[config.mk]
export PLATFORM = sky130hd
export DESIGN_NAME = rice_optimizer
export DESIGN_NICKNAME = d
export VERILOG_FILES = /design/src/rtl/rice_optimizer_pkg.sv /design/src/rtl/rice_cost_accumulator.sv /design/src/rtl/rice_optimizer.sv
export SDC_FILE = /design/constraint.sdc
export NUM_CORES = 2
export LEC_CHECK = 0
export CAP_MARGIN = 10
export CORE_UTILIZATION = 60
export CTS_BUF_LIST = sky130_fd_sc_hd__clkbuf_8
export CTS_CLUSTER_SIZE = 25
export DETAILED_ROUTE_END_ITERATION = 10
export PLACE_DENSITY_LB_ADDON = 0.08
export SLEW_MARGIN = 20
export SYNTH_ARGS = -nofsm -noshare
export SYNTH_HDL_FRONTEND = slang
export SYNTH_SLANG_ARGS = --single-unit
[constraint.sdc]
create_clock -name iClock -period 22.6 [get_ports iClock]
set_clock_uncertainty 0.05 [all_clocks]
set_input_delay 2.26 -clock iClock [delete_from_list [all_inputs] [get_ports iClock]]
set_output_delay 2.26 -clock iClock [all_outputs]
set_load 0.03 [all_outputs]
[src/rtl/rice_optimizer_pkg.sv]
// rice_optimizer_pkg
//   Shared constants, FSM state encoding and the residual zigzag mapping
//   used by the Rice parameter optimizer and its per-k cost accumulators.
package rice_optimizer_pkg;

  localparam int BLOCK_SIZE = 4096;  // residuals per block
  localparam int NUM_K      = 15;    // candidate Rice parameters k = 0..NUM_K-1
  localparam int ACC_W      = 32;    // per-k bit-count accumulator width
  localparam int DATA_W     = 16;    // residual width
  localparam int K_W        = 4;     // width of a Rice parameter index
  localparam int CNT_W      = $clog2(BLOCK_SIZE);

  typedef enum logic [1:0] {
    ACCUM,
    FLUSH,
    COMPARE,
    DONE
  } state_t;

  // Signed residual to unsigned Rice symbol: r >= 0 -> 2r, r < 0 -> -2r-1.
  // Shift-and-xor form never overflows, e.g. -32768 -> 65535.
  function automatic logic [DATA_W-1:0] zigzag(input logic signed [DATA_W-1:0] r);
    return {r[DATA_W-2:0], 1'b0} ^ {DATA_W{r[DATA_W-1]}};
  endfunction

endpackage

[src/rtl/rice_cost_accumulator.sv]
// rice_cost_accumulator
//   Holds the running Rice-coded bit count of one block for a single
//   parameter K. Each add cycle accumulates 1 + K + (u >> K).
//   Ports:
//     clk   - rising-edge clock
//     rst   - synchronous active-high reset (clears the sum)
//     clear - end-of-block clear (synchronous)
//     add   - accumulate the cost of u this cycle
//     u     - zigzag-mapped residual
//     acc   - running bit count
module rice_cost_accumulator
  import rice_optimizer_pkg::*;
#(
  parameter int K = 0
) (
  input  logic              clk,
  input  logic              rst,
  input  logic              clear,
  input  logic              add,
  input  logic [DATA_W-1:0] u,
  output logic [ACC_W-1:0]  acc
);

  // unary terminator bit plus K binary bits
  localparam logic [ACC_W-1:0] BASE = ACC_W'(1 + K);

  always_ff @(posedge clk) begin
    if (rst || clear) begin
      acc <= '0;
    end else if (add) begin
      acc <= acc + BASE + ACC_W'(u >> K);
    end
  end

endmodule

[src/rtl/rice_optimizer.sv]
// rice_optimizer
//   Accumulates, for every Rice parameter k, the exact coded size of one
//   block of residuals, then scans the totals and reports the cheapest k.
//   Ports:
//     iClock    - rising-edge clock
//     iReset    - synchronous active-high reset (priority over iEnable)
//     iEnable   - global enable; low freezes all state and outputs
//     iValid    - iResidual valid this cycle
//     iResidual - signed 16-bit residual
//     oDone     - one-cycle pulse, oBest valid for the block just finished
//     oBest     - optimal Rice parameter, held until the next block result
module rice_optimizer
  import rice_optimizer_pkg::*;
(
  input  logic                     iClock,
  input  logic                     iReset,
  input  logic                     iEnable,
  input  logic                     iValid,
  input  logic signed [DATA_W-1:0] iResidual,
  output logic                     oDone,
  output logic [K_W-1:0]           oBest
);

  localparam logic [CNT_W-1:0] LAST_CNT = CNT_W'(BLOCK_SIZE - 1);
  localparam logic [K_W-1:0]   LAST_K   = K_W'(NUM_K - 1);

  state_t             state, state_nxt;
  logic [CNT_W-1:0]   count;
  logic [K_W-1:0]     scan_idx;
  logic [K_W-1:0]     argmin;
  logic [ACC_W-1:0]   min_val;
  logic [ACC_W-1:0]   acc [NUM_K];
  logic [ACC_W-1:0]   acc_sel;
  logic               vld_p1;
  logic [DATA_W-1:0]  u_p1;
  logic               accept;
  logic               last_sample;
  logic               last_k;

  assign accept      = iEnable & iValid & (state == ACCUM);
  assign last_sample = (count == LAST_CNT);
  assign last_k      = (scan_idx == LAST_K);
  assign acc_sel     = acc[scan_idx];

  // FSM state register
  always_ff @(posedge iClock) begin
    if (iReset) begin
      state <= ACCUM;
    end else begin
      state <= state_nxt;
    end
  end

  always_comb begin
    state_nxt = state;
    case (state)
      ACCUM:   if (accept && last_sample) state_nxt = FLUSH;
      FLUSH:   if (iEnable) state_nxt = COMPARE;
      COMPARE: if (iEnable && last_k) state_nxt = DONE;
      DONE:    if (iEnable) state_nxt = ACCUM;
      default: state_nxt = ACCUM;
    endcase
  end

  // Stage p1: zigzag-mapped residual and its valid
  always_ff @(posedge iClock) begin
    if (accept) begin
      u_p1 <= zigzag(iResidual);
    end
  end

  // Control: sample count, pipe valid, scan index and result outputs
  always_ff @(posedge iClock) begin
    if (iReset) begin
      count    <= '0;
      vld_p1   <= 1'b0;
      scan_idx <= '0;
      oDone    <= 1'b0;
      oBest    <= '0;
    end else if (iEnable) begin
      vld_p1 <= accept;
      oDone  <= (state == DONE);
      if (accept) begin
        count <= last_sample ? '0 : count + 1'b1;
      end
      if (state == COMPARE) begin
        scan_idx <= last_k ? '0 : scan_idx + 1'b1;
      end
      if (state == DONE) begin
        count <= '0;
        oBest <= argmin;
      end
    end
  end

  // Compare scan: first k seeds the minimum, later ones replace only on
  // strictly-less so ties keep the smallest k.
  always_ff @(posedge iClock) begin
    if (iEnable && state == COMPARE) begin
      if (scan_idx == '0 || acc_sel < min_val) begin
        min_val <= acc_sel;
        argmin  <= scan_idx;
      end
    end
  end

  // Stage p2: every k accumulates the p1 sample's cost in parallel
  for (genvar k = 0; k < NUM_K; k++) begin : g_acc
    rice_cost_accumulator #(
      .K(k)
    ) u_acc (
      .clk   (iClock),
      .rst   (iReset),
      .clear (iEnable & (state == DONE)),
      .add   (iEnable & vld_p1),
      .u     (u_p1),
      .acc   (acc[k])
    );
  end

endmodule

==> results.json <==
{
  "crit_buf_inv": 3,
  "timing.hold.ws_ns": 0.412,
  "final_net_count": 4154,
  "dp.cells": 4480,
  "grt_pass1_wl_um": 144000,
  "wl_met3_um": 5100,
  "cp_common_cell": "o21ai_0",
  "min_path_type": "reg -> reg",
  "cpMaxStageDelayCell": "dfxtp_4",
  "worst_pin_slew_ns": 1.21,
  "crit_type": "reg -> reg",
  "p_leak_nw": 14.1,
  "wl_met2_um": 42800,
  "setup_violations": 0,
  "grt_max_degree": 107,
  "critPathMaxFanout": 103,
  "coreArea_mm2": 0.0563,
  "final_common_cell": "dfxtp_1",
  "antenna_found_initial": 2,
  "status": "finished, final reports clean",
  "dr.max_layer_used": "met4",
  "wl_met1_um": 39600,
  "yosys.area.top_type": "dfxtp_1",
  "post_cts_buffers": 0,
  "arrival_ns": 6.26,
  "chipWidth_um": 241,
  "layout-drive-gt1-share_pct": 8.58,
  "holdBufCountCts": 0,
  "startpoint_type": "flip-flop",
  "cts.sinks": 556,
  "wl_per_cell_um": 19.4,
  "routed_wl_um": 90300,
  "power_density_mw_per_mm2": 64.4,
  "drc": 0,
  "gp_congestion": 0.908,
  "synth_edf_count": 52,
  "ys_seq_area_share_pct": 34.1,
  "synth.top_cell.area_share_pct": 29.5,
  "drt_first_iter_violations": 1983,
  "cts-root-buf": "clkbuf_8",
  "cts_tree": "built",
  "io_pins": 25,
  "hold_viol_final": 0,
  "io_buffers": 24,
  "cp_slowest_stage_delay_ns": 0.76,
  "dieArea_mm2": 0.0579,
  "die_height_um": 241,
  "num_rows": 87,
  "syn-instance-count": 3833,
  "critical_path.top_delay_family": "compound AO/OA/AOI/OAI gates",
  "antenna_left": 0,
  "layout_min_cycle_time_ns": 5.99,
  "grt-ovfl-total": 0,
  "critPathCaptureType": "flip-flop",
  "num_vias": 28300,
  "place_hpwl_um": 65300,
  "final_cell_mix": "dfxtp_1, nor2_1, nand2_1",
  "synthTopCellsByArea": "dfxtp_1, ha_1, mux4_2",
  "cp_cell_sequence": "buf_12 -> nor2b_2 -> buf_4 -> nand2_1 -> o21ai_0 -> mux4_2 -> ha_1 -> a21o_1 -> a2111oi_0 -> o21ai_0 -> o21ai_0 -> a2111oi_0 -> nor4_2 -> buf_4",
  "crit_required_ns": 22.87,
  "area_delta_synth_final_pct": 8.57,
  "rsz0062_at_grt": "false",
  "vdd_ir_drop_max_mv": 0.0447,
  "synth_nets": 4162,
  "ys_warn_count": 0,
  "grt_pass1_vias": 27900,
  "grt_usage_pct": 31.4,
  "numCtsBuffers": 99,
  "cap_viol_max_count": 0,
  "clk_pin_slew_ns": 0.06,
  "fin_tns_setup_ns": 0,
  "syn_area_mm2": 0.0342,
  "ys_ff_latch": 556,
  "clk_latency_ns": 0.70,
  "min_period_over_period_pct": 26.5,
  "p_total_mw": 2.39,
  "synth-async-reset-ratio_pct": 0,
  "clockBufferDepth": 3,
  "cts_max_level": 3,
  "maxSlewHeadroom_pct": 19.2,
  "synth_area_per_cell_um2": 8.92,
  "viasPerCell": 6.08,
  "drv_slew": 0,
  "start_util_pct": 60.7,
  "postCtsResizedCells": 0,
  "drtPass1Iterations": 5,
  "final_cells": 4663,
  "fillers": 4590,
  "synth_top_flop_cell": "dfxtp_1",
  "max_freq_ghz": 0.167,
  "synth.distinct_cells": 79
}
==> flip-flops by register name, indices dropped and copies added (netlist names) <==
register and cells:
g_acc.u_acc.acc 480, min_val 32, u_p1 16, count 12, argmin 4, oBest 4, scan_idx 4, state 2
oDone 1, vld_p1 1
==> logic make-up (layout without fill, tap and decap cells) <==
group                    after synthesis  after routing  synth area share, %
flip-flops                           556            556                 34.1
AND/OR/NAND/NOR                     1395           1395                 19.2
other                                  0              1                    0
multiplexers                         162            162                 9.39
AO/OA/AOI/OAI                        673            673                 11.9
adder cells (fa/ha/maj)              309            309                 11.6
XOR/XNOR                             380            380                 9.74
buffers and inverters                358            431                 3.99
==> power breakdown <==
group	switching [mW]	internal (mW)
clock	0.442	0.528
combinational	0.230	0.147
sequential	0.0212	1.02
total	0.693	1.69
==> final cells by class <==
type | instances | area (um^2) | area share (%)
inverters | 195 | 732 | 1.97
flip-flops and latches | 556 | 11700 | 31.4
multi-input cells | 2919 | 21200 | 57.1
diodes | 1 | 2.50 | 0.00674
clock inverters | 55 | 318 | 0.857
well taps | 756 | 946 | 2.55
repair buffers | 54 | 492 | 1.33
clock buffers | 127 | 1750 | 4.71
==> cell usage after synthesis (all sizes together) (19+ instances only) <==
library cell  number
o21ai            176
edfxtp            52
o21a              25
xor2             193
nor2b             31
and4              25
clkbuf           123
mux2i             35
buf               40
dfxtp            504
ha               294
nor3              87
and3              53
xnor2            187
nor2             469
mux4             127
nand4             59
inv              195
and2              19
nand3            185
nand2            328
or3               65
a21oi            240
a21o              49
a211oi            64
==> metal layers <==
| metal | global-route usage [%] | vias to the layer above |
|---|---|---|
| met4 | 12.1 | 0 |
| li1 | - | 13600 |
| met5 | 0 | - |
| met2 | 52.9 | 823 |
| met3 | 3.47 | 181 |
| met1 | 41.4 | 13700 |
==> worst register-to-register path, stage by stage (launching register included) <==
cell and delay (ns):
dfxtp_4 0.76, buf_12 0.50, nor2b_2 0.33, buf_4 0.27, nand2_1 0.12, o21ai_0 0.12
mux4_2 0.56, ha_1 0.31, a21o_1 0.17, a2111oi_0 0.44, o21ai_0 0.17, o21ai_0 0.38
a2111oi_0 0.20, nor4_2 0.69, buf_4 0.52
==> path summary, 6_finish.rpt <==
kind / end / cells past startpoint / start / slack, ns
max: min_val[2]$_DFFE_PP_ / 14 / scan_idx[1]$_SDFFE_PP0P_ / 16.61
min: oBest[3]$_SDFFE_PP0P_ / 2 / oBest[3]$_SDFFE_PP0P_ / 0.41
max reg2reg: min_val[2]$_DFFE_PP_ / 14 / scan_idx[1]$_SDFFE_PP0P_ / 16.61
min reg2reg: oBest[3]$_SDFFE_PP0P_ / 2 / oBest[3]$_SDFFE_PP0P_ / 0.41
==> stage by stage <==
step | cell area (um^2) | util, % | setup slack [ns]
after floorplan | 34200 | - | 15.26
final | 37100 | 65.9 | 16.61
after detailed placement | 35000 | 62.2 | 16.02
after global placement | 35000 | 62.2 | 16.03
after global routing | 37100 | 65.9 | 16.27
after CTS | 37100 | 65.9 | 16.76
Power figures use the tool's default switching activity.
